--- config.mk ---
export PLATFORM = sky130hd
export DESIGN_NAME = fadd_hp_arbiter
export DESIGN_NICKNAME = d
export VERILOG_FILES = /design/src/rtl/fadd_pkg.sv /design/src/rtl/FAdder_HalfPrecision.sv /design/src/rtl/fadd_arb_pick.sv /design/src/rtl/fadd_hp_arbiter.sv
export SDC_FILE = /design/constraint.sdc
export NUM_CORES = 1
export LEC_CHECK = 0
export CORE_UTILIZATION = 59
export DETAILED_ROUTE_END_ITERATION = 8
export PLACE_DENSITY = 0.78
export RECOVER_POWER = 50
export SYNTH_ARGS = -nofsm -noshare
export SYNTH_HDL_FRONTEND = slang
export SYNTH_HIERARCHICAL = 1
export SYNTH_SLANG_ARGS = --single-unit
--- constraint.sdc ---
create_clock -name clk -period 43.6 [get_ports clk]
set_clock_uncertainty 0.2 [all_clocks]
set_input_delay 8.72 -clock clk [delete_from_list [all_inputs] [get_ports clk]]
set_output_delay 8.72 -clock clk [all_outputs]
set_load 0.005 [all_outputs]
--- src/rtl/fadd_pkg.sv ---
// Shared widths, FSM encoding and FP16 constants for the fadd_hp_arbiter block
// and its half-precision adder.
package fadd_pkg;

  localparam int FP16_W = 16;
  localparam int EXP_W  = 5;
  localparam int MAN_W  = 10;

  typedef enum logic [1:0] {
    IDLE = 2'd0,
    EXEC = 2'd1,
    RESP = 2'd2
  } state_t;

  typedef struct packed {
    logic             sign;
    logic [EXP_W-1:0] exp;
    logic [MAN_W-1:0] man;
  } fp16_t;

  localparam logic [FP16_W-1:0] ONE   = 16'h3C00;
  localparam logic [FP16_W-1:0] TWO   = 16'h4000;
  localparam logic [FP16_W-1:0] THREE = 16'h4200;

endpackage

--- src/rtl/FAdder_HalfPrecision.sv ---
// Combinational IEEE-754 binary16 adder/subtractor with round-to-nearest-even,
// subnormal support and Inf/NaN propagation.
module FAdder_HalfPrecision
  import fadd_pkg::*;
(
  input  logic             a_sign,
  input  logic [EXP_W-1:0] a_exp,
  input  logic [MAN_W-1:0] a_man,
  input  logic             b_sign,
  input  logic [EXP_W-1:0] b_exp,
  input  logic [MAN_W-1:0] b_man,
  input  logic             add,
  output logic             r_sign,
  output logic [EXP_W-1:0] r_exp,
  output logic [MAN_W-1:0] r_man
);

  localparam int SIG_W = MAN_W + 1;
  localparam int EXT_W = SIG_W + 3;

  logic               b_sign_eff, swap, sub;
  logic               x_sign, y_sign;
  logic [EXP_W-1:0]   x_exp, y_exp, x_e, y_e, diff;
  logic [MAN_W-1:0]   x_man, y_man;
  logic [SIG_W-1:0]   x_sig, y_sig;
  logic [EXT_W-1:0]   x_al, y_al, norm;
  logic [2*EXT_W-1:0] y_wide;
  logic [EXT_W:0]     sum;
  logic [6:0]         e;
  logic               round_up;
  logic [SIG_W:0]     rnd;

  always_comb begin
    b_sign_eff = b_sign ^ ~add;
    // Order operands by magnitude so the difference is never negative.
    swap   = {b_exp, b_man} > {a_exp, a_man};
    x_sign = swap ? b_sign_eff : a_sign;
    y_sign = swap ? a_sign : b_sign_eff;
    x_exp  = swap ? b_exp : a_exp;
    y_exp  = swap ? a_exp : b_exp;
    x_man  = swap ? b_man : a_man;
    y_man  = swap ? a_man : b_man;
    sub    = x_sign ^ y_sign;

    x_sig = {x_exp != '0, x_man};
    y_sig = {y_exp != '0, y_man};
    x_e   = (x_exp == '0) ? EXP_W'(1) : x_exp;
    y_e   = (y_exp == '0) ? EXP_W'(1) : y_exp;
    diff  = x_e - y_e;

    x_al   = {x_sig, 3'b000};
    y_wide = {y_sig, 3'b000, {EXT_W{1'b0}}} >> diff;
    if (diff > 5'd24) y_al = {{(EXT_W-1){1'b0}}, |y_sig};
    else              y_al = y_wide[2*EXT_W-1:EXT_W] | {{(EXT_W-1){1'b0}}, |y_wide[EXT_W-1:0]};

    sum = sub ? ({1'b0, x_al} - {1'b0, y_al}) : ({1'b0, x_al} + {1'b0, y_al});
    e   = {2'b00, x_e};

    if (sum[EXT_W]) begin
      norm = sum[EXT_W:1] | {{(EXT_W-1){1'b0}}, sum[0]};
      e    = e + 7'd1;
    end else begin
      norm = sum[EXT_W-1:0];
      for (int i = 0; i < EXT_W; i++) begin
        if (!norm[EXT_W-1] && e > 7'd1) begin
          norm = norm << 1;
          e    = e - 7'd1;
        end
      end
    end

    round_up = norm[2] & (norm[1] | norm[0] | norm[3]);
    rnd      = {1'b0, norm[EXT_W-1:3]} + {{SIG_W{1'b0}}, round_up};
    if (rnd[SIG_W]) begin
      rnd = rnd >> 1;
      e   = e + 7'd1;
    end

    r_sign = x_sign;
    r_exp  = '0;
    r_man  = '0;
    if (&x_exp) begin
      // x carries the largest pattern, so any NaN operand lands here.
      if (|x_man || (&y_exp && sub)) begin
        r_sign = 1'b0;
        r_exp  = '1;
        r_man  = {1'b1, {(MAN_W-1){1'b0}}};
      end else begin
        r_exp = '1;
      end
    end else if (sum == '0) begin
      r_sign = x_sign & y_sign;
    end else if (e >= 7'd31) begin
      r_exp = '1;
    end else begin
      // A subnormal that rounds up into the hidden bit becomes the smallest normal.
      r_exp = rnd[MAN_W] ? e[EXP_W-1:0] : '0;
      r_man = rnd[MAN_W-1:0];
    end
  end

endmodule

--- src/rtl/fadd_arb_pick.sv ---
// Two-way winner selection. FADD_ARB_ROUND_ROBIN_EN selects round-robin against
// the last granted requester; otherwise requester 0 has fixed priority.
module fadd_arb_pick (
  input  logic valid0,
  input  logic valid1,
`ifdef FADD_ARB_ROUND_ROBIN_EN
  input  logic last,
`endif
  output logic grant0,
  output logic grant1
);

  always_comb begin
    // NOTE: every output gets a default before any branch so no latch is inferred.
    grant0 = 1'b0;
    grant1 = 1'b0;
`ifdef FADD_ARB_ROUND_ROBIN_EN
    if (valid0 && valid1) begin
      grant0 = last;
      grant1 = !last;
    end else begin
      grant0 = valid0;
      grant1 = valid1;
    end
`else
    grant0 = valid0;
    grant1 = valid1 && !valid0;
`endif
  end

endmodule

--- src/rtl/fadd_hp_arbiter.sv ---
// Two-requester scheduler around one multicycle FP16 adder. Define
// FADD_ARB_ROUND_ROBIN_EN for round-robin arbitration; default is fixed priority.
module fadd_hp_arbiter
  import fadd_pkg::*;
#(
  parameter int unsigned HOLD_CYCLES = 1
) (
  input  logic              clk,
  input  logic              reset,
  input  logic              req0_valid,
  output logic              req0_ready,
  input  logic              req0_add,
  input  logic [FP16_W-1:0] req0_a,
  input  logic [FP16_W-1:0] req0_b,
  input  logic              req1_valid,
  output logic              req1_ready,
  input  logic              req1_add,
  input  logic [FP16_W-1:0] req1_a,
  input  logic [FP16_W-1:0] req1_b,
  output logic              rsp_valid,
  input  logic              rsp_ready,
  output logic              rsp_id,
  output logic [FP16_W-1:0] rsp_result,
  output logic              busy
);

  localparam logic [3:0] HOLD_LOAD = 4'(HOLD_CYCLES - 1);

  state_t     state;
  logic [3:0] count;
  fp16_t      op_a, op_b, sum;
  logic       op_add, op_id;
  logic       grant0, grant1, accept0, accept1;

`ifdef FADD_ARB_ROUND_ROBIN_EN
  logic last;
`endif

  fadd_arb_pick u_pick (
    .valid0 (req0_valid),
    .valid1 (req1_valid),
`ifdef FADD_ARB_ROUND_ROBIN_EN
    .last   (last),
`endif
    .grant0 (grant0),
    .grant1 (grant1)
  );

  // Readys are gated by reset so every output reads 0 while reset is held.
  assign req0_ready = (state == IDLE) && grant0 && !reset;
  assign req1_ready = (state == IDLE) && grant1 && !reset;
  assign accept0    = req0_valid && req0_ready;
  assign accept1    = req1_valid && req1_ready;

  FAdder_HalfPrecision u_fadd (
    .a_sign (op_a.sign),
    .a_exp  (op_a.exp),
    .a_man  (op_a.man),
    .b_sign (op_b.sign),
    .b_exp  (op_b.exp),
    .b_man  (op_b.man),
    .add    (op_add),
    .r_sign (sum.sign),
    .r_exp  (sum.exp),
    .r_man  (sum.man)
  );

  // NOTE: state registers use non-blocking assignments so every flop samples pre-edge values.
  always_ff @(posedge clk or posedge reset) begin
    if (reset) begin
      state      <= IDLE;
      count      <= '0;
      op_a       <= '0;
      op_b       <= '0;
      op_add     <= 1'b0;
      op_id      <= 1'b0;
      rsp_valid  <= 1'b0;
      rsp_id     <= 1'b0;
      rsp_result <= '0;
      busy       <= 1'b0;
`ifdef FADD_ARB_ROUND_ROBIN_EN
      last       <= 1'b1;
`endif
    end else begin
      case (state)
        IDLE: begin
          if (accept0 || accept1) begin
            op_a   <= accept0 ? req0_a : req1_a;
            op_b   <= accept0 ? req0_b : req1_b;
            op_add <= accept0 ? req0_add : req1_add;
            op_id  <= accept1;
            count  <= HOLD_LOAD;
            state  <= EXEC;
            busy   <= 1'b1;
`ifdef FADD_ARB_ROUND_ROBIN_EN
            last   <= accept1;
`endif
          end
        end
        EXEC: begin
          if (count == '0) begin
            rsp_result <= sum;
            rsp_id     <= op_id;
            rsp_valid  <= 1'b1;
            state      <= RESP;
          end else begin
            count <= count - 4'd1;
          end
        end
        RESP: begin
          if (rsp_ready) begin
            rsp_valid <= 1'b0;
            busy      <= 1'b0;
            state     <= IDLE;
          end
        end
        default: begin
          state     <= IDLE;
          rsp_valid <= 1'b0;
          busy      <= 1'b0;
        end
      endcase
    end
  end

endmodule
==> summary.md, run 1 <==
| Metric | Value |
|---|---|
| Min Tclk post-route | `approximately 36 ns` |
| Yosys top cell area share | `under 10%` |
| Postcts setup bufs | `0` |
| CTS tree | `built` |
| EDFF count, synth | `0` |
| Hold-fix buffers, CTS | `0` |
| Routability-driven placement congestion ratio | `around 1.0` |
| Layout overhead on the synthesized area | `8.53%` |
| CP max FO | `31` |
| I/O pin cnt | `between 90 and 100` |
| Gr usage total | `about two fifths` |
| Nets | `between 2,000 and 2,500` |
| Violated checks | `capacitance limit, slew limit` |
| R2R Path Start | `op_a[12]` |
| Ant. Diodes | `0` |
| Register area share after synthesis | `9.42%` |
| R2r setup slk | `8.01 ns` |
| Area leader, netlist | `dfrtp_1` |
| Pin count of the biggest net entering global routing | `70` |
| Critical path startpoint | `op_a[12]` |
| Final Util | `around two thirds` |
| RSZ-0062 raised after global routing | `false` |
| Vias in the first global route | `between 15,000 and 20,000` |
| Register bit total from synthesis | `approximately 60` |
| HP Start | `busy` |
| First-pass GRT wire length | `between 80,000 and 90,000 um` |
| Row cnt | `59` |
| Synthesized area | `roughly 0.016 mm^2` |
| Core Footprint | `about 0.026 mm^2` |
| H-tree Lvls | `3` |
| Slew @ Worst Pin | `1.81 ns` |
| Die Height | `approximately 170 um` |
| Mapped Cells | `between 2,000 and 2,500` |
| Detail Placement HPWL | `42,800 um` |
| Post-Route WL | `54,700 um` |
| Worst skew pair latency | `~0.33 ns` |
| F_max | `about 0.028 GHz` |
| Ys flop type | `dfrtp_1` |
| CP max stage cell | `or4_1` |
| Slew HR | `-20.4%` |
| Register area | `around 0.0015 mm^2` |
| Type of origin of the critical path | `register` |
| Most common cell in the netlist | `nand2_1` |
| Setup TNS | `0 ns` |
| Drt wl/cell | `~21 um` |
| Routed Antenna Nets | `0` |
| Multi-input logic area | `between 0.01 and 0.015 mm^2` |
| CTS Sinks | `between 50 and 60` |
| Final period utilization | `between 80 and 90%` |
| Netlist cell types | `~130` |
| DIE AREA | `around 0.027 mm^2` |
| Root Buffer | `clkbuf_16` |
| Yosys warning total | `6` |
| Status | `finished with violations` |
| Most common library cells after synthesis | `208 x nand2_1, 198 x nor2_1, 159 x a21oi_1, 148 x o21ai_0, 98 x nand3_1` |
| Worst setup path end | `rsp_result[11]` |
| Vias per cell | `slightly above 7` |
| Crit end category | `register` |
| Final hold violation count | `0` |
| Number of port buffers | `91` |
| Initial core utilization | `around 60%` |
| Share of cells above drive strength 1 | `under 10%` |
| Die W | `between 150 and 200 um` |
| Initial DRC count | `2,261` |
| Post-Synthesis Net Count | `about 2,400` |
| Worst Path Required | `between 40 and 50 ns` |
| Clock transition at path regs | `roughly 0.060 ns` |
| Worst Setup Path Type | `reg2reg` |
| TritonCTS buffer count | `9` |
| Resized cells post-CTS | `0` |
| Max incr delay on CP | `0.94 ns` |
| Vias | `~18,000` |
| Endpoints failing setup | `0` |
| Hold Crit Class | `reg2reg` |
| Ys async rst share | `100%` |
| Slew Viols, Final | `36` |
| Syn avg cell area | `~7 um^2` |
| Max-Cap Viols | `1` |
| DR pass1 iterations | `7` |
| Initial antenna violation count | `0` |
| Top post-synthesis cells by area | `dfrtp_1 9.4%, ha_1 6.1%, mux2i_1 5.8%, a21oi_1 5.1%, nand2_1 5.0%` |
| Clock Path Buffers | `2` |
| CP dominant cell by count | `ha_1` |
| DRC | `0` |
| Gr ovfl total | `0` |
| FF-to-FF End | `rsp_result[11]` |
| Worst reg-to-reg path cell count | `between 100 and 150` |
| Filler Cell Count | `roughly 2,300` |
| CP Data Arrival Time | `35.60 ns` |
==> placed cells by master, fill, tap and decap left out, types with 59 or more instances in the layout <==
master,n
ha_1,76
nor2_1,197
mux2i_1,90
a21oi_1,158
clkdlybuf4s50_1,82
nand2_1,209
inv_1,95
nand3_1,98
nor3_1,63
o21ai_0,148
dfrtp_1,59
==> cell families after synthesis <==
| group | count (synthesis) | share of synthesized area, % |
|---|---|---|
| muxes | 134 | 8.98 |
| AOI/OAI and AO/OA | 855 | 40.1 |
| xor gates and xnor gates | 62 | 3.72 |
| buffers and inverters | 218 | 5.82 |
| and+or+nand+nor | 800 | 25.6 |
| adders and majority gates | 78 | 6.32 |
| DFF | 59 | 9.42 |
==> per-layer routing <==
layer / wire length (um) / part of all wire [%] / track usage [%]
met3: 4000 / 7.3 / 5.05
met1: 22000 / 40 / 46.9
met4: 2990 / 5.5 / 20.7
met5: 0 / 0 / 0
met2: 25800 / 47 / 66.4
==> critical path, delay by kind of cell (launching register included) <==
family          cells  cell delay [ns]
compound gates     52            16.79
xor+xnor            5             1.16
fa+ha+maj          17             4.58
buf+inv            22             3.75
flops               1             0.54
mux                 3             1.04
simple gates       27             7.36
==> cell type report <==
cell class | instances | share of cell area (%)
clock inverter | 7 | 0.448
clock buffer | 9 | 1.32
multi-input combinational | 1929 | 78.2
inverter | 101 | 2.23
sequential | 59 | 8.68
timing repair buffer | 122 | 6.70
tap | 335 | 2.46
==> registers in the layout (all words and copies together) (netlist names) <==
signal      cells
op_b           16
rsp_id          1
op_a           16
count           4
op_add          1
rsp_result     16
rsp_valid       1
op_id           1
busy            1
state           2
==> through the flow <==
stage | hold slack (ns) | setup WS (ns) | cell area [um^2] | cells
finish | 0.293 | 8.01 | 17000 | 2562
global route | 0.320 | 5.25 | 17000 | 2562
CTS | 0.293 | 8.74 | 17000 | 2562
detailed placement | 0.276 | 8.82 | 16700 | 2546
global placement | 0.276 | 10.03 | 16700 | 2546
floorplan | 0.252 | 11.06 | 15700 | 2206
==> worst min-delay path by stage <==
stage          slack [ns]              to  cells after the start
3_3_place_gp         0.28           op_id                      1
5_1_grt              0.32  rsp_result[10]                      1
6_report             0.29            busy                      2
4_1_cts              0.29            busy                      2
2_1_floorplan        0.25           op_id                      1
3_5_place_dp         0.28            busy                      2
Power of run 1 is left out: the tool's default activity adds up to more than one toggle a clock period on the data nets, which glitch-free logic cannot reach.
==> run 2, diff against run 1 <==
clock period = 36.9 ns   (was 43.6 ns; I/O delays follow)
==> run 2 against run 1 <==
Compared with the run above:
- critical endpoint is now rsp_result[9]
- worst hold slack better by 0.0011 ns
- the flow still finishes with violations (capacitance limit, slew limit)
- via count fell by 1.8%
- register-to-register slack worse by 5.0 ns
==> summary.md, run 2 (synthesis results as in run 1) <==
| Metric | Value |
|---|---|
| Status | `finished with violations (unchanged)` |
| Violated checks | `capacitance limit, slew limit (unchanged)` |
| Slew @ Worst Pin | `2.39 ns (was 1.81 ns)` |
| Multi-input logic area | `0.0133 mm^2 (about the same)` |
| Setup slack at placement | `2.29 ns (was 8.82 ns)` |
| Clock transition at path regs | `0.05 ns (was 0.06 ns)` |
| Crit end category | `register (unchanged)` |
| Initial antenna violation count | `0 (unchanged)` |
| Most frequent cells in the layout | `209 x nand2_1, 197 x nor2_1, 157 x a21oi_1 (was 209 x nand2_1, 197 x nor2_1, 158 x a21oi_1)` |
| Register area | `0.00148 mm^2 (unchanged)` |
| Share of cells above drive strength 1 | `8.73% (was 8.71%)` |
| Critical path startpoint | `op_a[12] (unchanged)` |
| Routability-driven placement congestion ratio | `1.01 (was 0.997)` |
| Layout overhead on the synthesized area | `8.66% (was 8.53%)` |
| DR pass1 iterations | `9 (was 7)` |
| I/O pin cnt | `92 (unchanged)` |
| Endpoints failing setup | `0 (unchanged)` |
| Slew HR | `-59.6% (was -20.4%)` |
| Initial DRC count | `2,334 (was 2,261)` |
| R2r setup slk | `2.99 ns (was 8.01 ns)` |
| Slew Viols, Final | `47 (was 36)` |
| Worst skew pair latency | `0.33 ns (about the same)` |
| CP max FO | `31 (unchanged)` |
| Max-Cap Viols | `1 (unchanged)` |
| Hold-fix buffers, CTS | `0 (unchanged)` |
| Post-Route WL | `52,900 um (was 54,700 um)` |
| Number of port buffers | `91 (unchanged)` |
| First-pass GRT wire length | `84,000 um (was 85,800 um)` |
| DIE AREA | `0.0272 mm^2 (unchanged)` |
| Vias per cell | `7.10 (was 7.22)` |
| Gr ovfl total | `0 (unchanged)` |
| Drt wl/cell | `20.7 um (was 21.4 um)` |
| Worst Path Required | `36.91 ns (was 43.61 ns)` |
| Pin count of the biggest net entering global routing | `70 (unchanged)` |
| TritonCTS buffer count | `9 (unchanged)` |
| CP Data Arrival Time | `33.92 ns (was 35.60 ns)` |
| Type of origin of the critical path | `register (unchanged)` |
| Crit path setup slack, layout | `2.99 ns (was 8.01 ns)` |
| Hold Crit Class | `reg2reg (unchanged)` |
| Gr usage total | `37.7% (was 38.8%)` |
| Setup TNS | `0 ns (unchanged)` |
| Resized cells post-CTS | `0 (unchanged)` |
| R2R Path Start | `op_a[12] (unchanged)` |
| CP max stage cell | `or4_1 (unchanged)` |
| H-tree Lvls | `3 (unchanged)` |
| Die Height | `165 um (unchanged)` |
| Die W | `165 um (unchanged)` |
| CTS tree | `built (unchanged)` |
| Root Buffer | `clkbuf_16 (unchanged)` |
| Max incr delay on CP | `0.93 ns (was 0.94 ns)` |
| Detail Placement HPWL | `41,600 um (was 42,800 um)` |
| DRC | `0 (unchanged)` |
| Postcts setup bufs | `0 (unchanged)` |
| Filler Cell Count | `2,307 (was 2,288)` |
| Ant. Diodes | `0 (unchanged)` |
| Vias | `18,150 (was 18,486)` |
| RSZ-0062 raised after global routing | `false (unchanged)` |
| HP Start | `busy (unchanged)` |
| Row cnt | `59 (unchanged)` |
| Clock Path Buffers | `2 (unchanged)` |
| Final hold violation count | `0 (unchanged)` |
| Core Footprint | `0.0261 mm^2 (unchanged)` |
| CTS Sinks | `59 (unchanged)` |
| Min Tclk post-route | `33.91 ns (was 35.59 ns)` |
| F_max | `0.0295 GHz (was 0.0281 GHz)` |
| Largest registers | `op_a (16), op_b (16), rsp_result (16) (unchanged)` |
| Most common cell after layout, fill and taps aside | `nand2_1 (unchanged)` |
| Nets | `2,366 (was 2,371)` |
| Routed Antenna Nets | `0 (unchanged)` |
| Vias in the first global route | `16,668 (was 16,582)` |
| Initial core utilization | `60.2% (unchanged)` |
| Worst Setup Path Type | `reg2reg (unchanged)` |
| Final period utilization | `91.9% (was 81.6%)` |
-- run 2: changes by cell type in the layout (fill, tap and decap cells not counted), sizes merged --
cell	before	now
buf	30	25
bufinv	1	2
clkinv	4	5
clkinvlp	2	1
inv	101	100
-- run 2: final timing paths --
check                           endpoint  cells past startpoint
setup / recovery           rsp_result[9]                    132
hold / removal                      busy                      2
setup reg to reg           rsp_result[9]                    132
hold reg to reg                     busy                      2
max in group asynchronous        op_a[2]                      3
min in group asynchronous       count[3]                      2
-- run 2: per-stage QoR --
stage / utilization [%] / instances / hold WS (ns) / area, um^2
2_1_floorplan: - / 2206 / 0.252 / 15700
3_3_place_gp: 64.0 / 2541 / 0.275 / 16700
3_5_place_dp: 64.0 / 2541 / 0.282 / 16700
4_1_cts: 65.3 / 2557 / 0.297 / 17000
5_1_grt: 65.4 / 2557 / 0.323 / 17000
6_report: 65.4 / 2557 / 0.294 / 17000
-- run 2: worst max-delay path, delay by kind of cell (launching register included) --
family	cells	cell delay, ns
multiplexers	5	1.34
XOR/XNOR	6	1.32
AO/OA/AOI/OAI	54	15.56
buffers and inverters	22	3.12
flip-flops	1	0.51
AND/OR/NAND/NOR	26	6.68
adder cells (fa/ha/maj)	19	4.99
-- run 2: area by class of cell --
class	instances	area share, %
Sequential cell	59	8.67
Tap cell	335	2.46
Clock buffer	9	1.32
Multi-Input combinational cell	1929	78.2
Clock inverter	7	0.588
Timing Repair Buffer	117	6.47
Inverter	101	2.25
-- run 2: per-layer routing --
metal | track usage, % | vias to the layer above | part of all wire [%]
li1 | - | 8554 | -
met1 | 46.3 | 8441 | 40
met2 | 65.0 | 973 | 48
met3 | 4.32 | 182 | 7.2
met4 | 18.6 | 0 | 4.7
met5 | 0 | - | 0
Power of run 2 is left out for the same reason.
